**src/rtl/delay_meas_pkg.sv**
```systemverilog
// Shared types for the delay measurement receiver: report classes, canonical
// line-state encodings ({drv, drv&val}) and FSM state codes.
package delay_meas_pkg;

  typedef enum logic [2:0] {
    RISE = 3'd0,
    FALL = 3'd1,
    OFF  = 3'd2,
    ON0  = 3'd3,
    ON1  = 3'd4,
    TMO  = 3'd5
  } dm_class_t;

  localparam logic [1:0] LINE_Z = 2'b00;
  localparam logic [1:0] LINE_0 = 2'b10;
  localparam logic [1:0] LINE_1 = 2'b11;

  typedef logic [1:0] dm_state_t;

  localparam dm_state_t IDLE    = 2'd0;
  localparam dm_state_t MEASURE = 2'd1;
  localparam dm_state_t REPORT  = 2'd2;

endpackage

```
**src/rtl/delay_meas_rx_classify.sv**
```systemverilog
// Combinational line transition classifier: flags a change of the canonical
// line state and names the transition.
module line_edge_classify
  import delay_meas_pkg::*;
(
  input  logic [1:0] prev_line,
  input  logic [1:0] cur_line,
  output logic       changed,
  output dm_class_t  cls
);

  // Map (previous, current) line state to a change flag and a class.
  always_comb begin
    changed = (cur_line != prev_line);
    cls     = RISE;
    case ({prev_line, cur_line})
      {LINE_0, LINE_1}: cls = RISE;
      {LINE_1, LINE_0}: cls = FALL;
      {LINE_0, LINE_Z},
      {LINE_1, LINE_Z}: cls = OFF;
      {LINE_Z, LINE_0}: cls = ON0;
      {LINE_Z, LINE_1}: cls = ON1;
      default:          cls = RISE;
    endcase
  end

endmodule

```
**src/rtl/delay_meas_rx.sv**
```systemverilog
// Stimulus-to-line delay measurement with valid/ready report output.
// Optional min/max statistics are built when DELAY_MEAS_STATS_EN is defined.
module delay_meas_rx
  import delay_meas_pkg::*;
#(
  parameter int CNT_W   = 8,
  parameter int TIMEOUT = 200
) (
  input  logic             clk,
  input  logic             rst,
  input  logic             stim,
  input  logic             line_val,
  input  logic             line_drv,
  output logic             rpt_valid,
  input  logic             rpt_ready,
  output logic [2:0]       rpt_class,
  output logic [CNT_W-1:0] rpt_delay,
  output logic             busy,
  output logic             drop,
  output logic             spur,
  input  logic             stat_clr,
  output logic [CNT_W-1:0] stat_min,
  output logic [CNT_W-1:0] stat_max
);

  if (TIMEOUT < 1 || TIMEOUT > (2**CNT_W) - 1) begin : g_timeout_range
    $error("delay_meas_rx: TIMEOUT must lie in 1 .. 2**CNT_W-1");
  end

  localparam logic [CNT_W-1:0] ZERO     = {CNT_W{1'b0}};
  localparam logic [CNT_W-1:0] ONE      = CNT_W'(1);
  localparam logic [CNT_W-1:0] TMO_LAST = CNT_W'(TIMEOUT - 1);
  localparam logic [CNT_W-1:0] TMO_DLY  = CNT_W'(TIMEOUT);

  logic             stim_prev_r;
  logic [1:0]       line_prev_r;
  logic [1:0]       line_cur_s;
  logic             line_chg_s;
  dm_class_t        line_cls_s;
  logic             stim_edge_s;
  logic             accept_s;

  dm_state_t        state_r, state_nx_s;
  logic [CNT_W-1:0] cnt_r, cnt_nx_s;
  logic [CNT_W-1:0] dly_r, dly_nx_s;
  dm_class_t        cls_r, cls_nx_s;
  logic             drop_r, drop_nx_s;
  logic             spur_r, spur_nx_s;
  logic             valid_r;
  logic             busy_r;

  assign line_cur_s  = {line_drv, line_drv & line_val};
  assign stim_edge_s = (stim != stim_prev_r);
  assign accept_s    = (state_r == REPORT) & rpt_ready;

  line_edge_classify u_classify (
    .prev_line (line_prev_r),
    .cur_line  (line_cur_s),
    .changed   (line_chg_s),
    .cls       (line_cls_s)
  );

  // Next-state logic; a counter of k-1 in MEASURE means k cycles since the edge.
  always_comb begin
    state_nx_s = state_r;
    cnt_nx_s   = cnt_r;
    cls_nx_s   = cls_r;
    dly_nx_s   = dly_r;
    drop_nx_s  = 1'b0;
    spur_nx_s  = 1'b0;
    case (state_r)
      IDLE: begin
        if (stim_edge_s) begin
          if (line_chg_s) begin
            state_nx_s = REPORT;
            cls_nx_s   = line_cls_s;
            dly_nx_s   = ZERO;
          end else begin
            state_nx_s = MEASURE;
            cnt_nx_s   = ZERO;
          end
        end else if (line_chg_s) begin
          spur_nx_s = 1'b1;
        end else begin
          state_nx_s = IDLE;
        end
      end
      MEASURE: begin
        if (line_chg_s) begin
          state_nx_s = REPORT;
          cls_nx_s   = line_cls_s;
          dly_nx_s   = cnt_r + ONE;
        end else if (stim_edge_s) begin
          cnt_nx_s = ZERO;
        end else if (cnt_r == TMO_LAST) begin
          state_nx_s = REPORT;
          cls_nx_s   = TMO;
          dly_nx_s   = TMO_DLY;
        end else begin
          cnt_nx_s = cnt_r + ONE;
        end
      end
      REPORT: begin
        drop_nx_s = stim_edge_s;
        if (accept_s) begin
          state_nx_s = IDLE;
        end else begin
          state_nx_s = REPORT;
        end
      end
      default: begin
        state_nx_s = IDLE;
      end
    endcase
  end

  // State, counter, edge history and registered report outputs.
  always_ff @(posedge clk) begin
    if (rst) begin
      state_r     <= IDLE;
      cnt_r       <= ZERO;
      dly_r       <= ZERO;
      cls_r       <= RISE;
      drop_r      <= 1'b0;
      spur_r      <= 1'b0;
      valid_r     <= 1'b0;
      busy_r      <= 1'b0;
      stim_prev_r <= 1'b0;
      line_prev_r <= LINE_Z;
    end else begin
      state_r     <= state_nx_s;
      cnt_r       <= cnt_nx_s;
      dly_r       <= dly_nx_s;
      cls_r       <= cls_nx_s;
      drop_r      <= drop_nx_s;
      spur_r      <= spur_nx_s;
      valid_r     <= (state_nx_s == REPORT);
      busy_r      <= (state_nx_s != IDLE);
      stim_prev_r <= stim;
      line_prev_r <= line_cur_s;
    end
  end

  assign rpt_valid = valid_r;
  assign rpt_class = cls_r;
  assign rpt_delay = dly_r;
  assign busy      = busy_r;
  assign drop      = drop_r;
  assign spur      = spur_r;

`ifdef DELAY_MEAS_STATS_EN
  logic [CNT_W-1:0] stat_min_r;
  logic [CNT_W-1:0] stat_max_r;

  // Min/max of accepted non-timeout delays; a clear wins over a same-cycle update.
  always_ff @(posedge clk) begin
    if (rst) begin
      stat_min_r <= {CNT_W{1'b1}};
      stat_max_r <= ZERO;
    end else if (stat_clr) begin
      stat_min_r <= {CNT_W{1'b1}};
      stat_max_r <= ZERO;
    end else if (accept_s && (cls_r != TMO)) begin
      if (dly_r < stat_min_r) stat_min_r <= dly_r;
      if (dly_r > stat_max_r) stat_max_r <= dly_r;
    end
  end

  assign stat_min = stat_min_r;
  assign stat_max = stat_max_r;
`else
  logic unused_stat_clr_s;

  assign unused_stat_clr_s = stat_clr;
  assign stat_min          = ZERO;
  assign stat_max          = ZERO;
`endif

endmodule

```
**config.mk**
```make
export PLATFORM = sky130hd
export DESIGN_NAME = delay_meas_rx
export DESIGN_NICKNAME = d
export VERILOG_FILES = /design/src/rtl/delay_meas_pkg.sv /design/src/rtl/delay_meas_rx_classify.sv /design/src/rtl/delay_meas_rx.sv
export SDC_FILE = /design/constraint.sdc
export NUM_CORES = 1
export LEC_CHECK = 0
export ABC_AREA = 0
export BUFFER_PORTS_ARGS = -buffer_cell sky130_fd_sc_hd__buf_2
export CAP_MARGIN = 20
export CORE_ASPECT_RATIO = 1.2
export CORE_MARGIN = 4
export CORE_UTILIZATION = 46
export DETAILED_ROUTE_END_ITERATION = 10
export GPL_ROUTABILITY_DRIVEN = 1
export PLACE_DENSITY = 0.74
export SYNTH_ARGS = -nofsm -noshare
export SYNTH_HDL_FRONTEND = slang
export SYNTH_HIERARCHICAL = 1
export SYNTH_SLANG_ARGS = --single-unit
```
**constraint.sdc**
```tcl
create_clock -name clk -period 2.5 [get_ports clk]
set_input_delay 0.75 -clock clk [delete_from_list [all_inputs] [get_ports clk]]
set_output_delay 0.75 -clock clk [all_outputs]
set_load 0.05 [all_outputs]
```
---- After elaboration in Yosys (flattened, before gate mapping) ----
Cells that the tools add are included.
storage, ports and cells
  register bits ........................... 28
  input bits .............................. 7
cells by class
  add/subtract/negate cells ............... 1
  equality and inequality tests ........... 18
  muxes and demuxes ....................... 28
  bitwise logic cells ..................... 4
  reductions and logical operators ........ 8
operators with widths
  kind                                           number
  two-way mux 8 bit                              10
  one-hot mux 8 bit (2 select lines)             2
  two-way mux 3 bit                              5
  two-way mux 2 bit                              7
  == test 4 bit, second input constant           3
  one-hot mux 3 bit (4 select lines)             1
  AND reduction 5 bit                            2
  inequality test 3 bit, second input constant   3
  adder 8 x 1 -> 8 bit, second input constant    1
  == test 4 x 2 -> 1 bit, second input constant  2
  == test 8 bit, second input constant           1
  inequality test 2 bit, second input constant   4
  one-hot mux 2 bit (3 select lines)             1
  one-hot mux 3 bit (2 select lines)             1
  == test 2 bit, second input constant           2
  nonzero test 2 bit                             2
  OR reduction 2 bit                             2
  OR reduction 3 bit                             1
  bitwise AND 1 bit                              2
  == test 2 x 1 -> 1 bit, second input constant  1
  zero test 2 bit                                1
  inequality test 2 bit                          1
  inverter 1 bit                                 2
  two-way mux 1 bit                              1
  inequality test 1 bit                          1

---- Longest topological paths before layout ----
Gate-level depths: netlist (run 1).
  depth in word-level cells ............... 7
  gate-level depth with buffers ........... 8
  depth with buffers taken out ............ 7

---- Hierarchy ----
Netlist (run 1), hierarchy kept.
by module, submodules not included
  module              instances  cells an instance  area an instance (µm²)  seq. area each (µm²)
  delay_meas_rx       1          148                1355.0                  560.5
  line_edge_classify  1          10                 68.8                    0.0

---- Least setup slack after synthesis (run 1) ----
OpenSTA, ideal clock, no wires.
  path kind ............................... input to register
  from .................................... input line_drv
  to ...................................... register cnt_r[3]
  setup time .............................. 0.074 ns
  data arrival time ....................... 2.302 ns
  required time ........................... 2.426 ns
  path slack .............................. 0.123 ns
  stages on the path ...................... 7
  path buffers ............................ 0
  path through ............................ and2_1 -> xnor2_1 -> nand3_1 -> or3b_1 -> a2111oi_4 -> a41oi_1 -> a31oi_1
on the way
  word-level cells in the longest chain between the ends .. 4
  elaborated cells between the ends (all ways) .. 5
  classes of those cells .................. eq/ne (3); bitwise (1); reduce/logical (1)
RTL lines
  element                                   RTL line                      text
  start, declared                           delay_meas_rx.sv:13           input logic line_drv,
  bitwise AND 1 bit                         delay_meas_rx.sv:52           assign line_cur_s = {line_drv, line_drv & line_val};
  inequality test 2 bit (*)                 delay_meas_rx_classify.sv:14  changed = (cur_line != prev_line);
  via line_chg_s                            delay_meas_rx.sv:38           logic line_chg_s;
  inequality test 2 bit (no source line)    -
  AND reduction 5 bit (no source line) (*)  -
  end signal, assigned                      delay_meas_rx.sv:132          cnt_r <= cnt_nx_s;
  end, declared                             delay_meas_rx.sv:44           logic [CNT_W-1:0] cnt_r, cnt_nx_s;
Mark *: on every way through the listed nets, which the timed path passes. The rest lies on a longest branch.
A chain may end at the register's enable or synchronous reset.

---- Worst setup path in the final report (run 1) ----
  from .................................... input line_drv
  to ...................................... register cnt_r[3]
on the way
  word-level cells in the longest chain between the ends .. 4
  elaborated cells between the ends (all ways) .. 5
  classes of those cells .................. eq/ne (3); bitwise (1); reduce/logical (1)
RTL lines
  element                                   RTL line                      text
  bitwise AND 1 bit (*)                     delay_meas_rx.sv:52
  via line_cur_s[0]                         delay_meas_rx.sv:37           logic [1:0] line_cur_s;
  inequality test 2 bit (*)                 delay_meas_rx_classify.sv:14
  via line_chg_s                            delay_meas_rx.sv:38
  inequality test 2 bit (no source line)    -
  AND reduction 5 bit (no source line) (*)  -
Marks and branches as above.

==> out/qor.yml, run 1 <==
outcome: "complete, no violations"
fin_crit_sh_pct: 87.1
synth_top_cell_by_area: "dfxtp_1"
synth.most_common_cell: "dfxtp_1"
maxCapViolations: 0
root_buffer: "clkbuf_4"
skew_ns: 0.00354
coreArea_sq_um: 2890
synth.area.top_cells: "dfxtp_1 (39%), buf_4 (8.4%), o21ai_0 (4.2%)"
grt.total_usage_pct: 16.0
final_antenna_net_count: 0
first_pass_iters: 4
cp_slowest_stage_delay_ns: 0.39
diodes: 0
ir_worst_vdd_v: 0.000457
die_area_sq_um: 4050
reg2reg_to: "cnt_r[0]"
ys_seq_area_share_pct: 39.4
final_layout_size_suffix_gt1_share_pct: 22.3
synth_top_area_share_pct: 39.4
io_pins: 38
arrival_ns: 2.46
finalHoldViolations: 0
endpoint_kind: "register"
hpwlAfterDp_mm: 2.21
num_vias: 1175
fin_crit_ns: 2.18
max_freq_ghz: 0.459
htreeDepth: 1
fin_setup_tns_ns: 0
synthCells: 158
gp_congestion: 0.793
min_path_type: "register to register"
numCtsBuffers: 3
start_util_pct: 49.3
cp_max_fo: 10
fill_cells: 286
worstPathRequired_ns: 2.78
min_path_cells: 2
portBuffers: 20
p_leak_nw: 0.650
clockBufferDepth: 2
areaGrowthSynthToFinish_pct: 10.2
synthArstFlopShare_pct: 0
wirelength_mm: 3.02
grt_pass1_wl_mm: 4.93
synth_area_sq_um: 1420
hp-start: "rpt_class[0]"
avgSynthCellArea_sq_um: 9.01
viasPerCell: 5.52
antenna_found_initial: 0
routedWlPerCell_um: 14.2
clkLatencyLatePin_ns: 0.34
clock_sinks: 28
finalSetupViolations: 0
drc: 0
post_cts_buffers: 0
die_h_um: 68.9
clkTransAtPathRegs_ns: 0.15
grt_pass1_vias: 1111
tritoncts: "built"
rsz0062_at_grt: "false"
ys.flop_type: "dfxtp_1"
holdBufCountCts: 0
powerDensity_nw_per_um2: 636
synth_edf_count: 0
ys_warn_count: 6
slew_violations: 0
grt_max_degree: 22
synth-seq-cells: 28
finalPower_w: 0.000998
worst_r2r_startpoint: "cnt_r[0]"
placed_cells: 209
drt_iter0_drc: 20
yosys-top-cells-count: "dfxtp_1 (28), buf_4 (16), o21ai_0 (12)"
path_cells: "buf_2 -> and2_1 -> xnor2_1 -> nand3_1 -> or3b_1 -> a2111oi_4 -> buf_4 -> a41oi_1 -> a31oi_1"
startpoint_type: "input pin"
crit_type: "input pin to register"
ff2ff_path_depth: 5
layout.nets: 188
crit_slowest_cell: "or3b_1"
gr-total-overflow: 0
die_x_um: 58.8
synth_cell_types: 47
num_rows: 21
hold_end: "rpt_class[0]"
fin_cells: 213
cts_resized: 0
r2r_slack_ns: 0.55
[cell usage in the layout (no fill, tap or decap), types with 2 or more instances in the layout]
cell	count
inv_1	6
nand3_1	7
clkbuf_4	3
xnor2_1	4
nor2b_1	2
dfxtp_1	28
a21o_1	3
a31oi_1	3
a21oi_1	11
and3_1	2
and2_1	2
o21ai_0	12
a211oi_1	2
xor2_1	2
nor4_1	4
nand2_1	7
a32o_1	2
or3_1	2
nand2b_1	4
buf_4	6
conb_1	16
nor3_1	3
buf_2	20
nor2_1	3
a21boi_0	2
[how the worst max path moves through the flow]
stage / start / slack (ns) / endpoint
detailed placement: line_drv / -0.04 / cnt_r[7]
CTS: line_drv / 0.32 / cnt_r[7]
global placement: line_drv / 0.0001 / cnt_r[3]
floorplan: line_drv / 0.12 / cnt_r[3]
finish: line_drv / 0.32 / cnt_r[3]
global route: line_drv / 0.15 / cnt_r[3]
[routing by layer]
| metal | vias to the layer above | GRT usage (%) | wire length [um] |
|---|---|---|---|
| met2 | 35 | 27.2 | 1490 |
| li1 | 574 | - | - |
| met1 | 559 | 18.7 | 1290 |
| met5 | - | 0 | 0 |
| met3 | 7 | 2.79 | 152 |
| met4 | 0 | 9.63 | 85 |
[worst max-delay path: cells and delay by family]
family	cells	cell delay, ns
buffers and inverters	2	0.31
AOI/OAI and AO/OA	3	0.55
xor gates and xnor gates	1	0.16
and+or+nand+nor	3	0.67
[area by class of cell]
| type | count | area, sq um | share of cell area (%) |
|---|---|---|---|
| Clock inverter | 1 | 30.0 | 1.91 |
| Timing Repair Buffer | 26 | 145 | 9.25 |
| Multi-Input combinational cell | 115 | 746 | 47.5 |
| Clock buffer | 3 | 22.5 | 1.44 |
| Sequential cell | 28 | 561 | 35.7 |
| Tap cell | 34 | 42.5 | 2.71 |
| Inverter | 6 | 22.5 | 1.44 |
[per-stage QoR]
stage                     instance area, sq um  utilization [%]  setup slack, ns  hold slack, ns
final                                     1570             54.3            0.324           0.472
after global routing                      1570             54.3            0.155           0.510
after CTS                                 1570             54.3            0.324           0.476
after detailed placement                  1520             52.5          -0.0436           0.448
after global placement                    1520             52.5         0.000137           0.443
after floorplan                           1480                -            0.123           0.455
[kinds of logic after synthesis]
family                     after synthesis  share of synthesized area [%]
AOI/OAI and AO/OA                       46                           22.9
and+or+nand+nor                         44                           18.7
buffers and inverters                   30                           12.2
DFF                                     28                           39.4
xor gates and xnor gates                 7                           4.83
adders and majority gates                1                          0.879
other                                    1                          0.263
muxes                                    1                          0.791
[where the power goes]
part | switching [W] | internal, W | total (W)
sequential | 0.0000122 | 0.000465 | 0.000477
clock | 0.000139 | 0.000162 | 0.000302
combinational | 0.000168 | 0.0000510 | 0.000219
total | 0.000320 | 0.000678 | 0.000998
[sequential cells by signal (all words and copies together), names as in the netlist]
register / count
drop: 1
state_r: 2
line_prev_r: 2
spur: 1
busy: 1
stim_prev_r: 1
rpt_class: 3
rpt_valid: 1
cnt_r: 8
rpt_delay: 8
Note: power is estimated with default switching activity, not from simulation.
==> run 2, diff against run 1 <==
Settings changed: ABC_CLOCK_PERIOD_IN_PS set to 2500, PLACE_DENSITY 0.74 to 0.76.
==> out/qor.yml, run 2 (synthesis results as in run 1) <==
outcome: "complete, no violations"
holdBufCountCts: 0  # unchanged
cp_max_fo: 10  # unchanged
powerDensity_nw_per_um2: 636  # about the same
tritoncts: "built"
final_layout_size_suffix_gt1_share_pct: 22.3  # unchanged
final_antenna_net_count: 0  # unchanged
numCtsBuffers: 3  # unchanged
rsz0062_at_grt: "false"
routedWlPerCell_um: 14.3  # +1.1%
diodes: 0  # unchanged
root_buffer: "clkbuf_4"
setup_slack_ns: 0.298  # -0.0254 ns
endpoint_kind: "register"
portBuffers: 20  # unchanged
areaGrowthSynthToFinish_pct: 10.2  # unchanged
min_path_type: "register to register"
num_vias: 1176  # +0.085%
antenna_found_initial: 0  # unchanged
dp_slack_ns: -0.0743  # -0.0307 ns
grt_pass1_wl_mm: 5.18  # +4.9%
die_x_um: 58.8  # unchanged
max_freq_ghz: 0.454  # -1.2%
finalPower_w: 0.000998  # about the same
die_area_sq_um: 4050  # unchanged
multi_input_area_sq_um: 746  # unchanged
wirelength_mm: 3.05  # +1.1%
final_common_cell: "dfxtp_1"
finalHoldViolations: 0  # unchanged
drc: 0  # unchanged
grt.total_usage_pct: 16.8  # +0.76 points
ir_worst_vdd_v: 0.000555  # +21%
first_pass_iters: 4  # unchanged
arrival_ns: 2.50  # +0.04 ns
drt_iter0_drc: 34  # +70%
fin_crit_ns: 2.20  # +0.0254 ns
clock_sinks: 28  # unchanged
gp_congestion: 0.785  # -1.1%
viasPerCell: 5.52  # about the same
clkTransAtPathRegs_ns: 0.14  # about the same
maxCapViolations: 0  # unchanged
start_util_pct: 49.3  # unchanged
fill_cells: 265  # -7.3%
io_pins: 38  # unchanged
cts_resized: 0  # unchanged
clkLatencyLatePin_ns: 0.34  # about the same
p_leak_nw: 0.650  # unchanged
finalSetupViolations: 0  # unchanged
post_cts_buffers: 0  # unchanged
gr-total-overflow: 0  # unchanged
startpoint_type: "input pin"
worstPathRequired_ns: 2.80  # +0.02 ns
grt_pass1_vias: 1171  # +5.4%
num_rows: 21  # unchanged
grt_max_degree: 22  # unchanged
regArea_sq_um: 561  # unchanged
hpwlAfterDp_mm: 2.36  # +6.7%
coreArea_sq_um: 2890  # unchanged
clockBufferDepth: 2  # unchanged
skew_ns: 0.00677  # +0.00324 ns
layout.nets: 188  # unchanged
htreeDepth: 1  # unchanged
crit_type: "input pin to register"
die_h_um: 68.9  # unchanged
fin_crit_sh_pct: 88.1  # +1.0 points
slew_violations: 0  # unchanged
final_cell_mix: "dfxtp_1 (28), buf_2 (20), conb_1 (16)"
run 2: cell counts in the layout (fill, tap and decap cells not counted):
Identical to the previous run, type by type.
run 2: through the flow:
| stage | utilization [%] | cells | hold WS (ns) | setup TNS [ns] | instance area, sq um |
|---|---|---|---|---|---|
| 2_1_floorplan | - | 173 | 0.455 | 0 | 1480 |
| 3_3_place_gp | 52.5 | 209 | 0.444 | 0 | 1520 |
| 3_5_place_dp | 52.5 | 209 | 0.461 | -0.173 | 1520 |
| 4_1_cts | 54.3 | 213 | 0.487 | 0 | 1570 |
| 5_1_grt | 54.3 | 213 | 0.507 | 0 | 1570 |
| 6_report | 54.3 | 213 | 0.478 | 0 | 1570 |
run 2: area by class of cell:
cell class / instances / share of cell area, %
clock buffers: 3 / 1.44
clock inverters: 1 / 1.91
flip-flops and latches: 28 / 35.7
well taps: 34 / 2.71
inverters: 6 / 1.44
multi-input cells: 115 / 47.5
repair buffers: 26 / 9.25
run 2: path summary, 6_finish.rpt:
check	start	endpoint	slack [ns]	cells past startpoint
setup / recovery	line_drv	cnt_r[7]	0.30	9
hold reg to reg	rpt_class[0]	rpt_class[0]	0.48	2
setup reg to reg	cnt_r[0]	rpt_delay[7]	0.52	5
hold / removal	rpt_class[0]	rpt_class[0]	0.48	2
run 2: layer usage:
layer	part of all wire [%]	global-route usage, %
met5	0	0
met4	2.8	11.0
met3	4.0	2.61
met2	54	30.8
met1	40	17.5
run 2: power by group:
part           internal (W)  leakage (nW)  switching, W
sequential         0.000465         0.228     0.0000122
clock              0.000163        0.0279      0.000139
combinational     0.0000511         0.394      0.000169
total              0.000678         0.650      0.000320
run 2: critical path, stage by stage:
cell,delay [ns]
buf_2,0.10
and2_1,0.17
xnor2_1,0.16
nand3_1,0.11
or3b_1,0.40
a2111oi_4,0.28
buf_4,0.21
a21boi_0,0.22
a21o_1,0.10
==> run 3, diff against run 2 <==
Settings changed: PLACE_DENSITY 0.76 to unset, PLACE_DENSITY_LB_ADDON set to 0.15.
==> out/qor.yml, run 3 (synthesis results as in run 1) <==
clock_sinks: 28  # unchanged
portBuffers: 20  # unchanged
powerDensity_nw_per_um2: 632  # -0.60%
clkTransAtPathRegs_ns: 0.15  # about the same
cp_max_fo: 10  # unchanged
gp_congestion: 0.732  # -6.7%
crit_buf_inv: 2  # unchanged
outcome: "complete, no violations"
start_util_pct: 49.3  # unchanged
first_pass_iters: 4  # unchanged
fin_crit_sh_pct: 89.3  # +1.2 points
gr-total-overflow: 0  # unchanged
path_cells: "buf_2 -> and2_1 -> xnor2_1 -> nand3_1 -> or3b_1 -> a2111oi_4 -> buf_4 -> a21boi_0 -> a21o_1"
root_buffer: "clkbuf_4"
min_path_type: "register to register"
postLayoutCellArea_sq_um: 1590  # +1.4%
hold-worst-slack_ns: 0.469  # -0.00910 ns
startpoint_type: "input pin"
hpwlAfterDp_mm: 2.31  # -2.2%
die_x_um: 58.8  # unchanged
finalHoldViolations: 0  # unchanged
layout.nets: 191  # +1.6%
io_pins: 38  # unchanged
fill_cells: 274  # +3.4%
final_cell_mix: "dfxtp_1 (28), buf_2 (20), conb_1 (16)"
regArea_sq_um: 561  # unchanged
diodes: 0  # unchanged
grt_pass1_vias: 1080  # -7.8%
slew_violations: 0  # unchanged
die_h_um: 68.9  # unchanged
wirelength_mm: 3.02  # -1.0%
num_rows: 21  # unchanged
grt.total_usage_pct: 15.3  # -1.4 points
coreArea_sq_um: 2890  # unchanged
maxCapViolations: 0  # unchanged
worstMarginPinSlew_ns: 0.513
post_cts_buffers: 0  # unchanged
final_antenna_net_count: 0  # unchanged
numCtsBuffers: 3  # unchanged
drc: 0  # unchanged
ir_worst_vdd_v: 0.000529  # -4.6%
antenna_found_initial: 0  # unchanged
fin_cells: 216  # +1.4%
clkLatencyLatePin_ns: 0.33  # about the same
htreeDepth: 1  # unchanged
endpoint_kind: "register"
grt_max_degree: 22  # unchanged
rsz0062_at_grt: "false"
skew_ns: 0.00148  # -0.00529 ns
crit_family: "simple AND/OR/NAND/NOR gates"
num_vias: 1147  # -2.5%
viasPerCell: 5.31  # -3.8%
clockBufferDepth: 2  # unchanged
cp_slowest_stage_delay_ns: 0.41  # about the same
fin_crit_ns: 2.23  # +0.0305 ns
crit_slowest_cell: "or3b_1"
worstPathRequired_ns: 2.79  # about the same
placed_cells: 212  # +1.4%
routedWlPerCell_um: 14.0  # -2.4%
holdBufCountCts: 0  # unchanged
p_leak_nw: 0.664  # +2.1%
relSlewSlack_pct: 65.8
final_layout_size_suffix_gt1_share_pct: 23.6  # +1.3 points
drt_iter0_drc: 48  # +41%
post_dp_cell_area_sq_um: 1540  # +1.5%
tritoncts: "built"
multi_input_area_sq_um: 746  # unchanged
die_area_sq_um: 4050  # unchanged
max_freq_ghz: 0.448  # -1.4%
grt_pass1_wl_mm: 4.82  # -6.8%
arrival_ns: 2.53  # +0.03 ns
final_common_cell: "dfxtp_1"
crit_type: "input pin to register"
areaGrowthSynthToFinish_pct: 11.8
cts_resized: 0  # unchanged
finalSetupViolations: 0  # unchanged
-- run 3: cell count changes in the layout (fill, tap and decap cells not counted), sizes merged --
cell / change
buf: +3
-- run 3: worst paths after layout --
| kind | startpoint | end | slack (ns) | cells past startpoint |
|---|---|---|---|---|
| setup / recovery | line_drv | cnt_r[7] | 0.27 | 9 |
| hold / removal | rpt_class[2] | rpt_class[2] | 0.47 | 2 |
| setup reg to reg | cnt_r[0] | cnt_r[0] | 0.53 | 5 |
| hold reg to reg | rpt_class[2] | rpt_class[2] | 0.47 | 2 |
-- run 3: worst reg2reg max path: stages, from the launching register on --
cell and delay, ns:
dfxtp_1 0.43, ha_1 0.29, and3_1 0.29, nand2_1 0.14, a221oi_2 0.53, mux2_2 0.25
-- run 3: power breakdown --
group | internal [W] | switching (W) | leakage (nW) | total (W)
combinational | 0.0000587 | 0.000169 | 0.408 | 0.000228
sequential | 0.000465 | 0.0000119 | 0.228 | 0.000477
clock | 0.000162 | 0.000140 | 0.0279 | 0.000302
-- run 3: through the flow --
step	total power (W)	worst slack [ns]	TNS, ns	util [%]
global placement	0.000709	-0.00852	-0.00868	53.2
CTS	0.00101	0.267	0	55.1
detailed placement	0.000712	-0.0939	-0.227	53.2
floorplan	0.000676	0.123	0	-
finish	0.00101	0.268	0	55.1
global route	0.00105	0.171	0	55.1
-- run 3: layout make-up --
| class | instances | share of cell area, % |
|---|---|---|
| sequential | 28 | 35.2 |
| multi-input combinational | 115 | 46.9 |
| clock buffer | 3 | 1.42 |
| inverter | 6 | 1.42 |
| timing repair buffer | 29 | 10.5 |
| tap | 34 | 2.67 |
| clock inverter | 1 | 1.89 |
-- run 3: per-layer routing --
layer,vias to the layer above,share of wire (%),track usage (%)
met5,-,0,0
met3,2,4.0,2.42
met2,28,52,28.0
met1,535,44,18.8
li1,582,-,-
met4,0,0.56,3.40
